### src/rtl/seq_divider_if.sv
// Handshake and result bundle for seq_divider: requester drives start/operands,
// divider returns status and results.
interface seq_divider_if #(parameter int WIDTH = 8);
  logic             start;
  logic [WIDTH-1:0] dividend;
  logic [WIDTH-1:0] divisor;
  logic             busy;
  logic             done;
  logic [WIDTH-1:0] quotient;
  logic [WIDTH-1:0] remainder;
  logic             div_by_zero;

  modport master (
    output start, dividend, divisor,
    input  busy, done, quotient, remainder, div_by_zero
  );

  modport slave (
    input  start, dividend, divisor,
    output busy, done, quotient, remainder, div_by_zero
  );
endinterface

### src/rtl/seq_divider.sv
// Iterative unsigned restoring divider: one quotient bit per clock, results held
// until the next accepted start.
module seq_divider #(
  parameter int WIDTH = 8
) (
  input  logic        clk,
  input  logic        rst_n,
  seq_divider_if.slave bus
);

  localparam int CW = $clog2(WIDTH);

  typedef enum logic [1:0] {IDLE, CALC, DONE} state_t;

  state_t           state;
  logic [WIDTH-1:0] rem;
  logic [WIDTH-1:0] quo;
  logic [WIDTH-1:0] dvs;
  logic [CW-1:0]    count;
  logic             zpend;

  logic [WIDTH:0]   trial;
  logic [WIDTH-1:0] rem_nx;
  logic [WIDTH-1:0] quo_nx;

  // Shifted partial remainder is WIDTH+1 bits wide so the trial borrow is exact.
  always_comb begin
    trial  = {rem, quo[WIDTH-1]} - {1'b0, dvs};
    rem_nx = {rem[WIDTH-2:0], quo[WIDTH-1]};
    quo_nx = {quo[WIDTH-2:0], 1'b0};
    if (!trial[WIDTH]) begin
      rem_nx = trial[WIDTH-1:0];
      quo_nx = {quo[WIDTH-2:0], 1'b1};
    end
  end

  always_ff @(posedge clk) begin
    if (!rst_n) begin
      state           <= IDLE;
      rem             <= '0;
      quo             <= '0;
      dvs             <= '0;
      count           <= '0;
      zpend           <= 1'b0;
      bus.busy        <= 1'b0;
      bus.done        <= 1'b0;
      bus.quotient    <= '0;
      bus.remainder   <= '0;
      bus.div_by_zero <= 1'b0;
    end else begin
      case (state)
        IDLE: begin
          // A zero divisor spends one IDLE cycle with further starts blocked so
          // its result lands one edge after acceptance, without raising busy.
          if (zpend) begin
            zpend           <= 1'b0;
            state           <= DONE;
            bus.done        <= 1'b1;
            bus.quotient    <= '1;
            bus.remainder   <= quo;
            bus.div_by_zero <= 1'b1;
          end else if (bus.start) begin
            quo <= bus.dividend;
            if (bus.divisor != '0) begin
              rem      <= '0;
              dvs      <= bus.divisor;
              count    <= '0;
              state    <= CALC;
              bus.busy <= 1'b1;
            end else begin
              zpend <= 1'b1;
            end
          end
        end
        CALC: begin
          rem   <= rem_nx;
          quo   <= quo_nx;
          count <= count + 1'b1;
          if (count == CW'(WIDTH - 1)) begin
            state           <= DONE;
            bus.busy        <= 1'b0;
            bus.done        <= 1'b1;
            bus.quotient    <= quo_nx;
            bus.remainder   <= rem_nx;
            bus.div_by_zero <= 1'b0;
          end
        end
        DONE: begin
          bus.done <= 1'b0;
          state    <= IDLE;
        end
        default: state <= IDLE;
      endcase
    end
  end

endmodule

### src/flat_wrapper.sv
// flat-port wrapper written by rule: the top's interface ports become plain ports
module seq_divider_flat 
#(
  parameter int WIDTH = 8
)
  (clk, rst_n, bus_start, bus_dividend, bus_divisor, bus_busy, bus_done, bus_quotient, bus_remainder, bus_div_by_zero);
  seq_divider_if #(.WIDTH(WIDTH)) bus_i ();
  input  logic clk;
  input  logic rst_n;
  input wire logic [$bits(bus_i.start)-1:0] bus_start;
  input wire logic [$bits(bus_i.dividend)-1:0] bus_dividend;
  input wire logic [$bits(bus_i.divisor)-1:0] bus_divisor;
  output wire logic [$bits(bus_i.busy)-1:0] bus_busy;
  output wire logic [$bits(bus_i.done)-1:0] bus_done;
  output wire logic [$bits(bus_i.quotient)-1:0] bus_quotient;
  output wire logic [$bits(bus_i.remainder)-1:0] bus_remainder;
  output wire logic [$bits(bus_i.div_by_zero)-1:0] bus_div_by_zero;
  assign bus_i.start = bus_start;
  assign bus_i.dividend = bus_dividend;
  assign bus_i.divisor = bus_divisor;
  assign bus_busy = bus_i.busy;
  assign bus_done = bus_i.done;
  assign bus_quotient = bus_i.quotient;
  assign bus_remainder = bus_i.remainder;
  assign bus_div_by_zero = bus_i.div_by_zero;
  seq_divider #(.WIDTH(WIDTH)) u_core (.clk(clk), .rst_n(rst_n), .bus(bus_i));
endmodule
### config.mk
export PLATFORM = sky130hd
export DESIGN_NAME = seq_divider_flat
export DESIGN_NICKNAME = d
export VERILOG_FILES = /design/src/rtl/seq_divider_if.sv /design/src/rtl/seq_divider.sv /design/src/flat_wrapper.sv
export SDC_FILE = /design/constraint.sdc
export NUM_CORES = 1
export LEC_CHECK = 0
export CAP_MARGIN = 10
export CORE_MARGIN = 2
export CORE_UTILIZATION = 48
export DETAILED_ROUTE_END_ITERATION = 16
export PLACE_DENSITY_LB_ADDON = 0.15
export SYNTH_ARGS = -nofsm -noshare
export SYNTH_HDL_FRONTEND = slang
export SYNTH_SLANG_ARGS = --single-unit
### constraint.sdc
create_clock -name clk -period 2.55 [get_ports clk]
set_clock_uncertainty 0.15 [all_clocks]
set_input_delay 0.3825 -clock clk [delete_from_list [all_inputs] [get_ports clk]]
set_output_delay 0.3825 -clock clk [all_outputs]
set_load 0.05 [all_outputs]
**After elaboration in Yosys (flattened, before gate mapping)**

Index checks and enable logic that the tools add are counted.

- Reduce and logical (&&, ||, !) cells: 11
- Mux-type cells: 36
- Eq/ne operators: 10
- Bitwise gates (word level): 1
- $add $sub $neg: 2

Operators by type and width:

| kind | number |
|---|---|
| $mux W8 | 10 |
| $pmux W8 S2 | 4 |
| $reduce_and A3 Y1 | 4 |
| $mux W1 | 10 |
| $mux W3 | 3 |
| $sub A9 B8 Y9 | 1 |
| $mux W2 | 4 |
| $reduce_and A4 Y1 | 2 |
| $reduce_bool A8 Y1 | 1 |
| $ne A2 B1 Y1 const B | 3 |
| $pmux W3 S2 | 1 |
| $reduce_and A5 Y1 | 1 |
| $ne A2 B2 Y1 const B | 2 |
| $pmux W1 S2 | 2 |
| $pmux W2 S2 | 1 |
| $add A3 B1 Y3 const B | 1 |
| $eq A3 B3 Y1 const B | 1 |
| $ne A3 B1 Y1 const B | 1 |
| $ne A3 B2 Y1 const B | 1 |
| $pmux W1 S3 | 1 |
| $reduce_bool A3 Y1 | 1 |
| $eq A2 B1 Y1 const B | 1 |
| $eq A2 B2 Y1 const B | 1 |
| $logic_not A2 Y1 | 1 |
| 2 further kinds | 2 |

- Input port bits: 19
- Flip-flop bits (word level): 49
- Output and inout bits: 19

**Longest topological paths before layout**

- Depth in word-level cells: 5
- Gate-level depth with buffers: 11
- Depth with buffers taken out: 10

**Worst setup path before layout**

No wires, ideal clock.

- Path kind: register to register
- Start: register u_core.quo[7]
- End: register u_core.rem[1]
- Setup time: 117 ps
- Setup slack: 22 ps
- Arrival: 2261 ps
- Path buffers: 0
- Stages on the path, launching flop included: 10
- Path through: dfxtp_1 > inv_1 > ha_1 > inv_1 > fa_1 > a211oi_2 > o211ai_1 > a221o_2 > mux2_2 > a32o_1

- Longest elaborated chain between the ends: 3

Ends and longest elaborated chain:

| item | RTL line | source |
|---|---|---|
| from (decl) | seq_divider.sv:17 | `logic [WIDTH-1:0] quo;` |
| from (signal assigned) | seq_divider.sv:63 | `quo <= bus.dividend;` |
| from (signal assigned) | seq_divider.sv:77 | `quo <= quo_nx;` |
| $sub A9 B8 Y9 | seq_divider.sv:28 | `trial = {rem, quo[WIDTH-1]} - {1'b0, dvs};` |
| $mux W8 | seq_divider.sv:31 | `if (!trial[WIDTH]) begin` |
| $pmux W8 S2 | seq_divider.sv:51 | `case (state)` |
| to (signal assigned) | seq_divider.sv:76 | `rem <= rem_nx;` |
| to (decl) | seq_divider.sv:16 | `logic [WIDTH-1:0] rem;` |

No other way between the ends.
A chain may end at the register's enable or synchronous reset.

**Worst setup path in the final report**

Ends and elaborated chain as after synthesis.

==> run_results.csv <==
group,metric,value,unit
run,cap_violations,0,
setup_path,critical_path_class,"flop to flop",
setup_path,cpMostUsedCell,"inv_2",
synth,async_flop_share,0,%
setup_path,cp-end-kind,"flop",
pwr,leakage,1.26,nW
sta,relSlewSlack,57.8,%
global_route,gr-usage-all-layers,24.1,%
cells_and_area,nets,362,
synth,synth_cell_type_count,50,
global_route,grt_overflow,0,
sta,setup_tns,-189,ps
worst_hold_path,min_path_type,"flop to flop",
pwr,seq_power_share,43.9,%
synth,syn_area,2440,um^2
cells_and_area,drive_above_1_share,19.2,%
sta,setup_violations,7,
setup_path,reg2regPathDepth,9,
detailed_routing,wl_met3,369,um
setup_path,path_cells,"inv_2 > ha_4 > inv_2 > fa_2 > a211oi_2 > o211ai_1 > a221o_2 > mux2_4 > a32o_1",
sta,fin_ws,-43.3,ps
synth,yosysTopAreaCellShare,40.2,%
synth,synth_nets,305,
pwr,vdd_drop_max,0.448,mV
detailed_routing,drt_iter0_drc,190,
setup_path,crit_path_start_kind,"flop",
sta,worst_slew_pin_slew,632,ps
pwr,power,1.93,mW
detailed_routing,drc,0,
die,dieArea,5670,um^2
place,io_buffers,37,
die,die_h,75.3,um
pwr,p_switching,0.625,mW
cells_and_area,antenna_cells,0,
detailed_routing,post_drt_wl_per_cell,15.8,um
sta,fin_crit,2590,ps
place,dpl.hpwl,4460,um
synth,syn_inst,275,
setup_path,path_max_fanout,7,
clock_network,cts_max_path_buffers,2,
setup_path,arrival,2650,ps
synth,synth_edf_count,0,
clock_network,cts_tree,"built",
setup_path,worstPathRequired,2600,ps
cells_and_area,finalInstanceArea,3180,um^2
setup_path,slowest_delay,490,ps
setup_path,path_delay_family,"compound AO/OA/AOI/OAI gates",
synth,synth_area_per_cell,8.88,um^2
synth,ys_seq_area_share,40.2,%
detailed_routing,ant_nets,0,
clock_network,h-tree-depth,2,
global_route,grt_start_max_net_pins,19,
synth,synth_area_leader_cell,"dfxtp_1",
clock_network,clkSlewWorstSetupHoldPaths,100,ps
detailed_routing,vias,2206,
sta,fmax,386,MHz
synth,synth_common_cells,"dfxtp_1, nand2_1, nor2_1",
die,num_rows,25,
detailed_routing,top_layer_used,"met4",
die,core_area,4820,um^2
place,pre_cts_slack,-134,ps
cells_and_area,n_fill_cell,425,
clock_network,cts_buffers,5,
die,die_x,75.3,um
pwr,power_density,606,nW/um^2
global_route,first_global_vias,2072,
detailed_routing,wl_met1,2950,um
pwr,combPwrFrac,31.8,%
die,ioPinCount,38,
sta,maxSlewViolCount,0,
clock_network,clock_latency,300,ps
pwr,p_int,1.30,mW
status,status,"finished, violations left",
setup_path,cp.depth,9,
cells_and_area,area_growth,30.3,%
detailed_routing,wl_met2,2950,um
clock_network,cts.sinks,49,
pwr,p_clk_share,24.4,%
sta,period_share,102,%
detailed_routing,wl,6320,um
place,gp_congestion,0.886,
global_route,grt_pass1_wl,10300,um
synth,synth-seq-cells,49,
detailed_routing,via_per_inst,5.52,
worst_hold_path,holdPathStages,1,
pwr,swShare,32.4,%
setup_path,cp_num_buf_inv,2,
sta,rsz0062_at_grt,"true",
setup_path,slowest_stage,"a221o_2",
synth,yosys_most_used_dff,"dfxtp_1",
synth,synth_area_leaders,"dfxtp_1, ha_1, nand2_1",
place,dpl_cell_area,2990,um^2
global_route,antenna_found_initial,0,
detailed_routing,dr.pass1.iters,4,
cells_and_area,postLayoutCoreUtil,66.1,%
status,violations,"setup timing",
synth,ys.warnings.count,0,
clock_network,cts-root-buf,"clkbuf_8",
sta,finalHoldViolCount,0,
die,initial_utilization,50.7,%
synth,yosysMostFrequentCell,"dfxtp_1",
[power groups by stage]
stage               registers (mW)  clock network [mW]  logic (mW)
floorplan                    0.850                   0       0.380
global placement             0.858                   0       0.511
detailed placement           0.859                   0       0.516
CTS                          0.843               0.473       0.586
global route                 0.850               0.509       0.665
finish                       0.845               0.469       0.613
[worst paths after layout]
path                      to             from  slack, ps
max            u_core.rem[1]    u_core.quo[7]        -40
min          u_core.count[0]  u_core.count[0]        340
max reg2reg    u_core.rem[1]    u_core.quo[7]        -40
min reg2reg  u_core.count[0]  u_core.count[0]        340
[metal layers]
layer	up-vias	GRT usage [%]
met3	4	7.14
li1	1121	-
met5	-	0
met4	0	6.04
met1	1029	33.6
met2	52	36.9
[registers in the layout (all words and copies together) (netlist names)]
name / cells
u_core.count: 3
u_core.bus.busy: 1
u_core.quo: 8
u_core.bus.remainder: 8
u_core.rem: 8
u_core.bus.div_by_zero: 1
u_core.zpend: 1
u_core.dvs: 8
u_core.state: 2
u_core.bus.quotient: 8
u_core.bus.done: 1
[timing repair]
action	in CTS	in global routing
buffers inserted	4	1
endpoints found under the setup margin	14	18
pin swaps	14	7
cloned	1	0
endpoints found under the hold margin	0	0
hold buffers	0	0
gates resized for setup	10	7
[per-stage QoR]
stage / hold WS (ps) / cells
after detailed placement: 324 / 387
after global routing: 364 / 400
final: 339 / 400
after global placement: 313 / 387
after floorplan: 294 / 275
after CTS: 342 / 400
[area by class of cell]
| cell class | instances | area (um^2) | share of cell area, % |
|---|---|---|---|
| multi-input cells | 199 | 1400 | 44.1 |
| flip-flops and latches | 49 | 983 | 30.9 |
| clock buffers | 6 | 72.6 | 2.28 |
| repair buffers | 63 | 573 | 18.0 |
| inverters | 14 | 52.6 | 1.65 |
| clock inverters | 2 | 13.8 | 0.433 |
| well taps | 67 | 83.8 | 2.63 |
[cell usage in the layout, fill, tap and decap left out, drive strengths merged, types with 3 or more instances in the layout]
cell            n
dfxtp          49
clkdlybuf4s50  37
nand2          31
buf            26
nor2           22
o21ai          19
a21oi          15
inv            15
nor2b          12
mux2i          10
ha             10
a31oi          10
o221a           7
a311oi          7
nand2b          6
clkbuf          6
a211oi          5
xnor2           3
a32o            3
o21a            3
a21o            3
mux2            3
[logic make-up (layout without fill, tap and decap cells)]
kind of cell             count (synthesis)  in the layout  share of synthesized area, %
multiplexers                            13             13                          5.48
XOR/XNOR                                 3              3                          1.08
AO/OA/AOI/OAI                           89             90                          26.6
AND/OR/NAND/NOR                         82             82                          15.9
buffers and inverters                   28             85                          4.87
adder cells (fa/ha/maj)                 11             11                          5.95
flip-flops                              49             49                          40.2
No activity file was read; power rests on OpenSTA's default activity.
